--- config.mk ---
export PLATFORM = sky130hd
export DESIGN_NAME = tm1637_frame_engine
export DESIGN_NICKNAME = d
export VERILOG_FILES = /design/src/rtl/tm1637_frame_engine_pkg.sv /design/src/rtl/tm1637_frame_engine_phase_tick.sv /design/src/rtl/tm1637_frame_engine.sv
export SDC_FILE = /design/constraint.sdc
export NUM_CORES = 1
export LEC_CHECK = 0
export ABC_AREA = 1
export CAP_MARGIN = 20
export CORE_MARGIN = 2
export CORE_UTILIZATION = 55
export DETAILED_ROUTE_END_ITERATION = 16
export DONT_BUFFER_PORTS = 1
export PLACE_DENSITY = 0.78
export SETUP_SLACK_MARGIN = 0.02
export SLEW_MARGIN = 20
export SYNTH_ARGS = -nofsm -noshare
export SYNTH_HDL_FRONTEND = slang
export SYNTH_SLANG_ARGS = --single-unit
--- constraint.sdc ---
create_clock -name clk_i -period 5.5 [get_ports clk_i]
set_clock_uncertainty 0.1 [all_clocks]
set_input_delay 1.1 -clock clk_i [delete_from_list [all_inputs] [get_ports clk_i]]
set_output_delay 1.1 -clock clk_i [all_outputs]
set_load 0.03 [all_outputs]
--- src/rtl/tm1637_frame_engine_pkg.sv ---
// Shared constants, FSM encoding and command-byte helper for the TM1637 frame engine.
package tm1637_frame_engine_pkg;

    localparam logic [7:0] CMD_DATA        = 8'h40;  // write data, auto-increment address
    localparam logic [7:0] CMD_ADDR        = 8'hC0;  // address 0
    localparam logic [7:0] CMD_DISP        = 8'h80;  // display control
    localparam logic [7:0] DISP_ON_BIT     = 8'h08;
    localparam int         PHASES_PER_BYTE = 18;     // 8 bits x 2 + ACK x 2

    typedef enum logic [3:0] {
        S_IDLE,
        S_START,
        S_BIT_LO,
        S_BIT_HI,
        S_ACK_LO,
        S_ACK_HI,
        S_STOP_A,
        S_STOP_B,
        S_STOP_C
    } state_e;

    // Display-control byte: on bit plus 3-bit pulse-width level.
    function automatic logic [7:0] disp_cmd(input logic on, input logic [2:0] bri);
        return CMD_DISP | (on ? DISP_ON_BIT : 8'h00) | {5'd0, bri};
    endfunction

endpackage

--- src/rtl/tm1637_frame_engine_phase_tick.sv ---
// Phase pacing: down-counter that emits a one-cycle tick every CLK_DIV cycles.
// A synchronous reload restarts the count so the first phase after an accept is full length.
module tm1637_phase_tick #(
    parameter int CLK_DIV = 250
) (
    input  logic clk_i,
    input  logic rst_i,
    input  logic reload_i,
    output logic tick_o
);

    localparam int            CW   = $clog2(CLK_DIV);
    localparam logic [CW-1:0] LOAD = CW'(CLK_DIV - 1);

    logic [CW-1:0] cnt_q, cnt_d;

    // Count down, reload on request or when the current phase ends.
    always_comb begin
        cnt_d = cnt_q - CW'(1);
        if (reload_i || cnt_q == '0) cnt_d = LOAD;
    end

    // Counter register.
    always_ff @(posedge clk_i or posedge rst_i) begin
        if (rst_i) cnt_q <= LOAD;
        else       cnt_q <= cnt_d;
    end

    assign tick_o = (cnt_q == '0);

endmodule

--- src/rtl/tm1637_frame_engine.sv ---
// TM1637 two-wire frame sequencer: sends data-command, address+segments and
// display-control frames with START/STOP and ACK checking on each update.
module tm1637_frame_engine
    import tm1637_frame_engine_pkg::*;
#(
    parameter int NUM_DIGITS = 4,
    parameter int CLK_DIV    = 250,
    parameter int ACK_CHECK  = 1
) (
    input  logic                    clk_i,
    input  logic                    rst_i,
    input  logic                    update_i,
    input  logic [8*NUM_DIGITS-1:0] seg_data_i,
    input  logic [2:0]              brightness_i,
    input  logic                    display_on_i,
    output logic                    busy_o,
    output logic                    done_o,
    output logic                    ack_err_o,
    output logic                    tm1637_clk_o,
    output logic                    tm1637_dio_low_o,
    input  logic                    tm1637_dio_in_i
);

    state_e                  state_q, state_d;
    logic [2:0]              bit_q, bit_d;
    logic [2:0]              byte_q, byte_d;
    logic [1:0]              frame_q, frame_d;
    logic [7:0]              sh_q, sh_d;
    logic [8*NUM_DIGITS-1:0] seg_q;
    logic [2:0]              bri_q;
    logic                    on_q;
    logic                    pend_q, busy_q, done_q, aerr_q;
    logic [1:0]              sync_q;

    logic       tick, accept, last_byte, fin;
    logic [2:0] nxt_idx;
    logic [7:0] nxt_byte;
    logic [63:0] seg_ext;

    assign accept    = (state_q == S_IDLE) && (update_i || pend_q);
    assign last_byte = (frame_q != 2'd1) || (byte_q == 3'(NUM_DIGITS));
    assign fin       = tick && (state_q == S_STOP_C) && (frame_q == 2'd2);
    assign seg_ext   = 64'(seg_q);

    tm1637_phase_tick #(.CLK_DIV(CLK_DIV)) u_tick (
        .clk_i    (clk_i),
        .rst_i    (rst_i),
        .reload_i (accept),
        .tick_o   (tick)
    );

    // Byte to load next: first byte of a frame from START, else the following one.
    always_comb begin
        nxt_idx  = (state_q == S_START) ? 3'd0 : byte_q + 3'd1;
        case (frame_q)
            2'd1:    nxt_byte = (nxt_idx == 3'd0) ? CMD_ADDR
                                                  : seg_ext[{nxt_idx - 3'd1, 3'b000} +: 8];
            2'd2:    nxt_byte = disp_cmd(on_q, bri_q);
            default: nxt_byte = CMD_DATA;
        endcase
    end

    // FSM state and frame counters.
    always_ff @(posedge clk_i or posedge rst_i) begin
        if (rst_i) begin
            state_q <= S_IDLE;
            bit_q   <= 3'd0;
            byte_q  <= 3'd0;
            frame_q <= 2'd0;
            sh_q    <= 8'd0;
        end else begin
            state_q <= state_d;
            bit_q   <= bit_d;
            byte_q  <= byte_d;
            frame_q <= frame_d;
            sh_q    <= sh_d;
        end
    end

    // Next state: advance one phase per tick; bytes go out LSB first.
    always_comb begin
        state_d = state_q;
        bit_d   = bit_q;
        byte_d  = byte_q;
        frame_d = frame_q;
        sh_d    = sh_q;
        if (accept) begin
            state_d = S_START;
            frame_d = 2'd0;
        end else if (tick) begin
            case (state_q)
                S_START: begin
                    state_d = S_BIT_LO;
                    sh_d    = nxt_byte;
                    bit_d   = 3'd0;
                    byte_d  = 3'd0;
                end
                S_BIT_LO: state_d = S_BIT_HI;
                S_BIT_HI: begin
                    bit_d = bit_q + 3'd1;  // 7 wraps to 0, ready for the next byte
                    if (bit_q == 3'd7) begin
                        state_d = S_ACK_LO;
                    end else begin
                        state_d = S_BIT_LO;
                        sh_d    = {1'b0, sh_q[7:1]};
                    end
                end
                S_ACK_LO: state_d = S_ACK_HI;
                S_ACK_HI: begin
                    if (last_byte) begin
                        state_d = S_STOP_A;
                    end else begin
                        state_d = S_BIT_LO;
                        byte_d  = byte_q + 3'd1;
                        sh_d    = nxt_byte;
                    end
                end
                S_STOP_A: state_d = S_STOP_B;
                S_STOP_B: state_d = S_STOP_C;
                S_STOP_C: begin
                    if (frame_q == 2'd2) begin
                        state_d = S_IDLE;
                    end else begin
                        state_d = S_START;
                        frame_d = frame_q + 2'd1;
                    end
                end
                default: state_d = S_IDLE;
            endcase
        end
    end

    // Pin levels are a pure decode of state and current bit, so they move only on phase edges.
    always_comb begin
        tm1637_clk_o     = 1'b1;
        tm1637_dio_low_o = 1'b0;
        case (state_q)
            S_START:  tm1637_dio_low_o = 1'b1;
            S_BIT_LO: begin
                tm1637_clk_o     = 1'b0;
                tm1637_dio_low_o = ~sh_q[0];
            end
            S_BIT_HI: tm1637_dio_low_o = ~sh_q[0];
            S_ACK_LO: tm1637_clk_o = 1'b0;
            S_STOP_A: begin
                tm1637_clk_o     = 1'b0;
                tm1637_dio_low_o = 1'b1;
            end
            S_STOP_B: tm1637_dio_low_o = 1'b1;
            default:  ;
        endcase
    end

    // Shadow inputs, status flags, pending request and DIO synchroniser.
    always_ff @(posedge clk_i or posedge rst_i) begin
        if (rst_i) begin
            seg_q  <= '0;
            bri_q  <= 3'd0;
            on_q   <= 1'b0;
            pend_q <= 1'b0;
            busy_q <= 1'b0;
            done_q <= 1'b0;
            aerr_q <= 1'b0;
            sync_q <= 2'b11;
        end else begin
            sync_q <= {sync_q[0], tm1637_dio_in_i};
            done_q <= fin;
            if (accept) begin
                seg_q  <= seg_data_i;
                bri_q  <= brightness_i;
                on_q   <= display_on_i;
                busy_q <= 1'b1;
                aerr_q <= 1'b0;
                pend_q <= 1'b0;
            end else begin
                if (fin) busy_q <= 1'b0;
                if (update_i) pend_q <= 1'b1;  // only reachable while not idle
                // A released (high) line at the end of the ACK clock means no slave ack.
                if (tick && state_q == S_ACK_HI && ACK_CHECK != 0 && sync_q[1]) aerr_q <= 1'b1;
            end
        end
    end

    assign busy_o    = busy_q;
    assign done_o    = done_q;
    assign ack_err_o = aerr_q;

endmodule

# Word level (Yosys, flattened, before mapping)
# Index checks and enable logic that the tools add are counted.
classes:
  n_addsub: 5
  multipliers: 0
  n_div: 0
  magnitude_cmp: 0
  eq_ne: 16
  shifts: 1
  mux: 29
  n_bitwise: 3
  reduce_logical: 26
ops:
  columns: ["operator", "count"]
  rows:
  - ["indexed part select 64 x 7 -> 8 bit", 1]
  - ["2-to-1 mux 8 bit", 4]
  - ["one-hot mux 4 bit (8 select lines)", 1]
  - ["one-hot mux 8 bit (3 select lines)", 1]
  - ["equality test 4 x 3 -> 1 bit (second input constant)", 4]
  - ["one-hot mux 8 bit (2 select lines)", 1]
  - ["nonzero test 2 bit", 7]
  - ["2-to-1 mux 3 bit", 4]
  - ["2-to-1 mux 4 bit", 3]
  - ["one-hot mux 3 bit (2 select lines)", 2]
  - ["equality test 4 x 2 -> 1 bit (second input constant)", 2]
  - ["logical NOT 8 bit", 1]
  - ["2-to-1 mux 1 bit", 8]
  - ["2-to-1 mux 2 bit", 4]
  - ["bitwise OR 8 x 3 -> 8 bit", 1]
  - ["subtractor 8 x 1 -> 8 bit (second input constant)", 1]
  - ["adder 3 x 1 -> 3 bit (second input constant)", 2]
  - ["equality test 3 bit (second input constant)", 2]
  - ["AND reduction 3 bit", 2]
  - ["OR reduction 3 bit", 2]
  - ["logical AND 1 bit", 5]
  - ["AND reduction 5 bit", 1]
  - ["equality test 4 x 1 -> 1 bit (second input constant)", 1]
  - ["equality test 4 bit (second input constant)", 1]
  - ["other kinds (14)", 19]
totals:
  regBits: 70
  latchBits: 0
  ramBits: 0
  romBits: 0
  in_bits: 40
  out_inout_bits: 5
  mem_count: 0

# Longest topological paths before layout
depth:
  ltp_word: 8
  ltp_mapped: 14
  mapped_depth_nobuf: 12

# Cells and area by module
# From an unflattened synthesis, not the netlist that was laid out.
unflattened:
  cells_unflattened: 450
  area_unflattened_um2: 3631.0
modules_own_cells:
  columns: ["module", "n_inst", "cells_per_inst", "area_per_inst_um2", "seq_area_each_um2"]
  rows:
  - ["tm1637_frame_engine", 1, 400, 3128.0, 1554.0]
  - ["tm1637_phase_tick", 1, 50, 503.0, 207.7]

# Worst setup path before layout
# OpenSTA, ideal clock, no wires.
synth_timing:
  path_type: "register to register"
  start: "register byte_q[0]"
  end: "register sh_q[6]"
  setup_ns: 0.116
  arrival_ns: 2.176
  required_time_ns: 5.284
  slack_ns: 3.108
  path_stages_with_launch: 14
  path_buffers: 2
  path_cell_list: "dfrtp_1 -> clkinv_1 -> clkbuf_1 -> ha_1 -> nand2_1 -> ha_1 -> clkbuf_1 -> inv_1 -> nand3_1 -> nand2_1 -> nand2_1 -> nand2_1 -> nand2_1 -> nand2_1"
synth_via:
  elab_chain_cells: 8
  elab_cells_between_ends: 13
synth_lines:
  columns: ["item", "line_no", "rtl"]
  rows:
  - ["start, declared", "tm1637_frame_engine.sv:26", "logic [2:0] byte_q, byte_d;"]
  - ["start signal, assigned", "tm1637_frame_engine.sv:74", "byte_q <= byte_d;"]
  - ["adder 3 x 1 -> 3 bit", "tm1637_frame_engine.sv:54", "nxt_idx = (state_q == S_START) ? 3'd0 : byte_q + 3'd1;"]
  - ["2-to-1 mux 3 bit", "tm1637_frame_engine.sv:54", null]
  - ["subtractor 3 x 1 -> 3 bit", "tm1637_frame_engine.sv:57", ": seg_ext[{nxt_idx - 3'd1, 3'b000} +: 8];"]
  - ["indexed part select 64 x 7 -> 8 bit", "tm1637_frame_engine.sv:57", null]
  - ["2-to-1 mux 8 bit", "tm1637_frame_engine.sv:56", "2'd1: nxt_byte = (nxt_idx == 3'd0) ? CMD_ADDR"]
  - ["one-hot mux 8 bit (2 select lines)", "tm1637_frame_engine.sv:55", "case (frame_q)"]
  - ["2-to-1 mux 8 bit", "tm1637_frame_engine.sv:110", "if (last_byte) begin"]
  - ["one-hot mux 8 bit (3 select lines)", "tm1637_frame_engine.sv:91", "case (state_q)"]
  - ["end signal, assigned", "tm1637_frame_engine.sv:70", "sh_q <= 8'd0;"]
  - ["end signal, assigned", "tm1637_frame_engine.sv:76", "sh_q <= sh_d;"]
  - ["end, declared", "tm1637_frame_engine.sv:28", "logic [7:0] sh_q, sh_d;"]
# Several ways; a longest one is shown, not always the timed one. The select of a mux whose other input is x is not followed.
# A chain may end at the register's enable or synchronous reset.

# Final worst setup path
layout_timing:
  start: "register state_q[3]"
  end: "output port tm1637_dio_low_o"
layout_via:
  elab_chain_cells: 3
  elab_cells_between_ends: 8
layout_lines:
  columns: ["item", "line_no", "rtl"]
  rows:
  - ["start, declared", "tm1637_frame_engine.sv:24", "state_e state_q, state_d;"]
  - ["start signal, assigned", "tm1637_frame_engine.sv:72", "state_q <= state_d;"]
  - ["equality test 4 x 1 -> 1 bit (tied with other cells)", "tm1637_frame_engine.sv:137", "case (state_q)"]
  - ["OR reduction 3 bit (no source line) / OR reduction 2 bit (equally long branches)", null, null]
  - ["one-hot mux 1 bit (2 select lines) (*)", "tm1637_frame_engine.sv:137", null]
  - ["end, declared", "tm1637_frame_engine.sv:20", "output logic tm1637_dio_low_o,"]
# Mark *: on every way between the ends. The rest lies on a longest branch, timed or not.

==> impl_metrics.prom <==
# TYPE chip_impl_metric gauge
chip_impl_info{name="status",value="completed"} 1
chip_impl_info{name="synth.largest_area_cell",value="sky130_fd_sc_hd__dfrtp_1"} 1
chip_impl_metric{name="grt_max_degree",unit=""} 74
chip_impl_metric{name="cts_clk_pin_slew_worst_paths",unit="ns"} 0.07
chip_impl_metric{name="leakage",unit="nW"} 1.87
chip_impl_metric{name="detailedPlacementHpwl",unit="microns"} 4880
chip_impl_metric{name="wire_length_of_the_first_global_routing_pass",unit="microns"} 12000
chip_impl_metric{name="min_period_over_period",unit="%"} 52.9
chip_impl_metric{name="maxSlewHeadroom",unit="%"} 43.5
chip_impl_metric{name="first_global_vias",unit=""} 2696
chip_impl_metric{name="cts.sinks",unit=""} 70
chip_impl_metric{name="timing.fmax",unit="MHz"} 344
chip_impl_metric{name="drt_iter0_drc",unit=""} 199
chip_impl_metric{name="postSynthRegisterBits",unit=""} 70
chip_impl_metric{name="syn_area",unit="sq um"} 3540
chip_impl_metric{name="ctsResizeCount",unit=""} 0
chip_impl_metric{name="drtPass1Iterations",unit=""} 4
chip_impl_metric{name="worst-endpoint-required",unit="ns"} 4.30
chip_impl_metric{name="cts_inserted_buffers",unit=""} 9
chip_impl_info{name="synth_top_cells_by_count",value="sky130_fd_sc_hd__nand2_1 (132), sky130_fd_sc_hd__dfrtp_1 (62), sky130_fd_sc_hd__inv_1 (55)"} 1
chip_impl_metric{name="floorplan.io_pins",unit=""} 45
chip_impl_metric{name="n_fill_cell",unit=""} 584
chip_impl_info{name="ctsRootBufferMaster",value="sky130_fd_sc_hd__clkbuf_8"} 1
chip_impl_metric{name="reg2reg_path_depth",unit=""} 9
chip_impl_metric{name="synth-warning-count",unit=""} 0
chip_impl_metric{name="rows",unit=""} 29
chip_impl_info{name="hold_path_end",value="sync_q[1]"} 1
chip_impl_info{name="timing_worst_setup_path_type",value="reg2out"} 1
chip_impl_metric{name="source_to_sink_clock_delay_at_the_later_pin_of_the_worst_skew_pair",unit="ns"} 0.34
chip_impl_metric{name="synth-edff-count",unit=""} 0
chip_impl_info{name="unrepaired_setup_endpoints_after_global_routing",value="no"} 1
chip_impl_info{name="start_kind",value="register"} 1
chip_impl_metric{name="post-cts-setup-buffers",unit=""} 0
chip_impl_info{name="r2r_start",value="byte_q[0]"} 1
chip_impl_metric{name="r2r_slack",unit="ns"} 2.80
chip_impl_info{name="synthTopCellsByArea",value="sky130_fd_sc_hd__dfrtp_1 (44%), sky130_fd_sc_hd__nand2_1 (14%), sky130_fd_sc_hd__dfstp_2 (5.9%)"} 1
chip_impl_metric{name="avgRoutedWirePerCell",unit="microns"} 13.0
chip_impl_metric{name="antenna_found_initial",unit=""} 0
chip_impl_metric{name="final_util",unit="%"} 60.5
chip_impl_metric{name="drc",unit=""} 0
chip_impl_metric{name="ant_nets",unit=""} 0
chip_impl_metric{name="portBuffers",unit=""} 0
chip_impl_info{name="synth_most_common_cell",value="sky130_fd_sc_hd__nand2_1"} 1
chip_impl_metric{name="synth_sequential_area_ratio",unit="%"} 49.8
chip_impl_metric{name="fin_setup_tns",unit="ns"} 0
chip_impl_info{name="min-delay-path-class",value="reg2reg"} 1
chip_impl_metric{name="synthDominantCellAreaShare",unit="%"} 43.8
chip_impl_metric{name="drive_above_1_share",unit="%"} 11.8
chip_impl_metric{name="synth_cells",unit=""} 437
chip_impl_metric{name="synthArstFlopShare",unit="%"} 100
chip_impl_metric{name="min_path_cells",unit=""} 0
chip_impl_metric{name="fin_crit",unit="ns"} 2.91
chip_impl_metric{name="path_max_fanout",unit=""} 21
chip_impl_metric{name="cts-htree-levels",unit=""} 3
chip_impl_metric{name="final_setup_violations",unit=""} 0
chip_impl_metric{name="crit_arrival",unit="ns"} 1.71
chip_impl_metric{name="postCtsHoldBufs",unit=""} 0
chip_impl_metric{name="finalHoldViolations",unit=""} 0
chip_impl_metric{name="last_weighted_congestion_value_of_the_routability_driven_placer",unit=""} 0.778
chip_impl_metric{name="nNetsFinal",unit=""} 486
chip_impl_metric{name="syn-mean-instance-area",unit="sq um"} 8.10
chip_impl_metric{name="synth_cell_type_count",unit=""} 37
chip_impl_metric{name="route.final.wire_length",unit="microns"} 6760
chip_impl_metric{name="die-width",unit="microns"} 84.2
chip_impl_metric{name="areaGrowthSynthToFinish",unit="%"} 7.31
chip_impl_metric{name="worst_ir_drop_vdd",unit="V"} 0.000182
chip_impl_metric{name="post_synth_net_total",unit=""} 486
chip_impl_metric{name="tightest_slew",unit="ns"} 0.847
chip_impl_metric{name="global_route_usage_over_all_layers",unit="%"} 21.3
chip_impl_metric{name="total_via_count_after_detailed_routing",unit=""} 2726
chip_impl_metric{name="power_per_cell_area",unit="nW/um^2"} 297
chip_impl_metric{name="floorplan.initialDensity",unit="%"} 56.4
chip_impl_metric{name="slew_violations",unit=""} 0
chip_impl_metric{name="die_h",unit="microns"} 84.2
chip_impl_info{name="worstHoldStart",value="sync_q[0]"} 1
chip_impl_metric{name="antenna_cells",unit=""} 0
chip_impl_metric{name="max_cap_viols",unit=""} 0
chip_impl_info{name="r2r-end",value="sh_q[2]"} 1
chip_impl_metric{name="fp.coreArea",unit="sq um"} 6280
chip_impl_metric{name="post_drt_via_cell_ratio",unit=""} 5.25
chip_impl_metric{name="globalRoute.totalOverflow",unit=""} 0
chip_impl_metric{name="cts_buffer_depth",unit=""} 2
chip_impl_info{name="yosys_most_used_dff",value="sky130_fd_sc_hd__dfrtp_1"} 1
chip_impl_info{name="critPathCaptureType",value="output pin"} 1
chip_impl_info{name="clock_tree_from_tritoncts",value="built"} 1
chip_impl_metric{name="fp.dieArea",unit="sq um"} 7100
==> report_power, final <==
group | switching, mW | internal (mW)
Clock | 0.184 | 0.267
Sequential | 0.0211 | 0.566
Combinational | 0.0576 | 0.0337
Total | 0.263 | 0.866
==> sequential cells by signal, summed over array words and instances, names as in the netlist <==
signal / flops
bri_q: 3
done_o: 1
byte_q: 3
on_q: 1
frame_q: 2
sh_q: 8
ack_err_o: 1
sync_q: 2
busy_o: 1
u_tick.cnt_q: 8
pend_q: 1
bit_q: 3
state_q: 4
seg_q: 32
==> cell usage in the layout, fill, tap and decap left out, drive strengths merged, types with 2 or more instances in the layout <==
| cell | count |
|---|---|
| xnor2 | 2 |
| a21oi | 12 |
| clkinv | 3 |
| dfrtp | 62 |
| nor3 | 4 |
| ha | 9 |
| xor2 | 2 |
| nand3 | 42 |
| dfstp | 8 |
| bufinv | 2 |
| nand2 | 136 |
| o21ai | 46 |
| inv | 61 |
| clkbuf | 12 |
| nor2 | 31 |
==> layout make-up <==
type | count | area, sq um | share of cell area (%)
flip-flops and latches | 70 | 1760 | 46.4
multi-input cells | 293 | 1490 | 39.1
inverters | 62 | 233 | 6.12
clock buffers | 12 | 145 | 3.82
well taps | 77 | 96.3 | 2.54
clock inverters | 4 | 70.1 | 1.84
repair buffers | 1 | 7.51 | 0.198
==> per-layer routing <==
metal	vias to the layer above	global-route usage (%)	routed length (microns)
met5	-	0	0
met4	0	7.62	132
met3	12	5.11	352
met2	72	34.3	3160
met1	1254	28.3	3120
li1	1388	-	-
==> metrics by stage <==
stage	cells	cell area [sq um]	setup slack (ns)	total power, mW	hold slack, ns
6_report	519	3800	2.59	1.13	0.258
5_1_grt	519	3800	2.45	1.18	0.262
4_1_cts	519	3800	2.57	1.14	0.259
3_5_place_dp	503	3580	2.80	0.687	0.248
3_3_place_gp	503	3580	2.90	0.683	0.248
2_1_floorplan	437	3540	2.55	0.665	0.245
==> cell families after synthesis <==
kind of cell	after synthesis	share of synthesized area, %
XOR/XNOR	4	0.990
buffers and inverters	74	8.27
AND/OR/NAND/NOR	216	27.5
AO/OA/AOI/OAI	64	10.3
flip-flops	70	49.8
adder cells (fa/ha/maj)	9	3.18
==> critical path, cell delays in order, from the launching register on <==
cell and delay [ns]:
sky130_fd_sc_hd__dfrtp_1 0.47, sky130_fd_sc_hd__nor2_4 0.25, sky130_fd_sc_hd__nand2_2 0.29, sky130_fd_sc_hd__nand2_1 0.35
==> how the worst max path moves through the flow <==
stage	from	endpoint	slack (ns)	depth (start not counted)
2_1_floorplan	rst_i	ack_err_o	2.55	1
3_3_place_gp	byte_q[0]	sh_q[2]	2.90	9
3_5_place_dp	byte_q[0]	sh_q[2]	2.80	9
4_1_cts	state_q[3]	tm1637_dio_low_o	2.57	3
5_1_grt	state_q[3]	tm1637_dio_low_o	2.45	3
6_report	state_q[3]	tm1637_dio_low_o	2.59	3
Note: power is estimated with default switching activity, not from simulation.
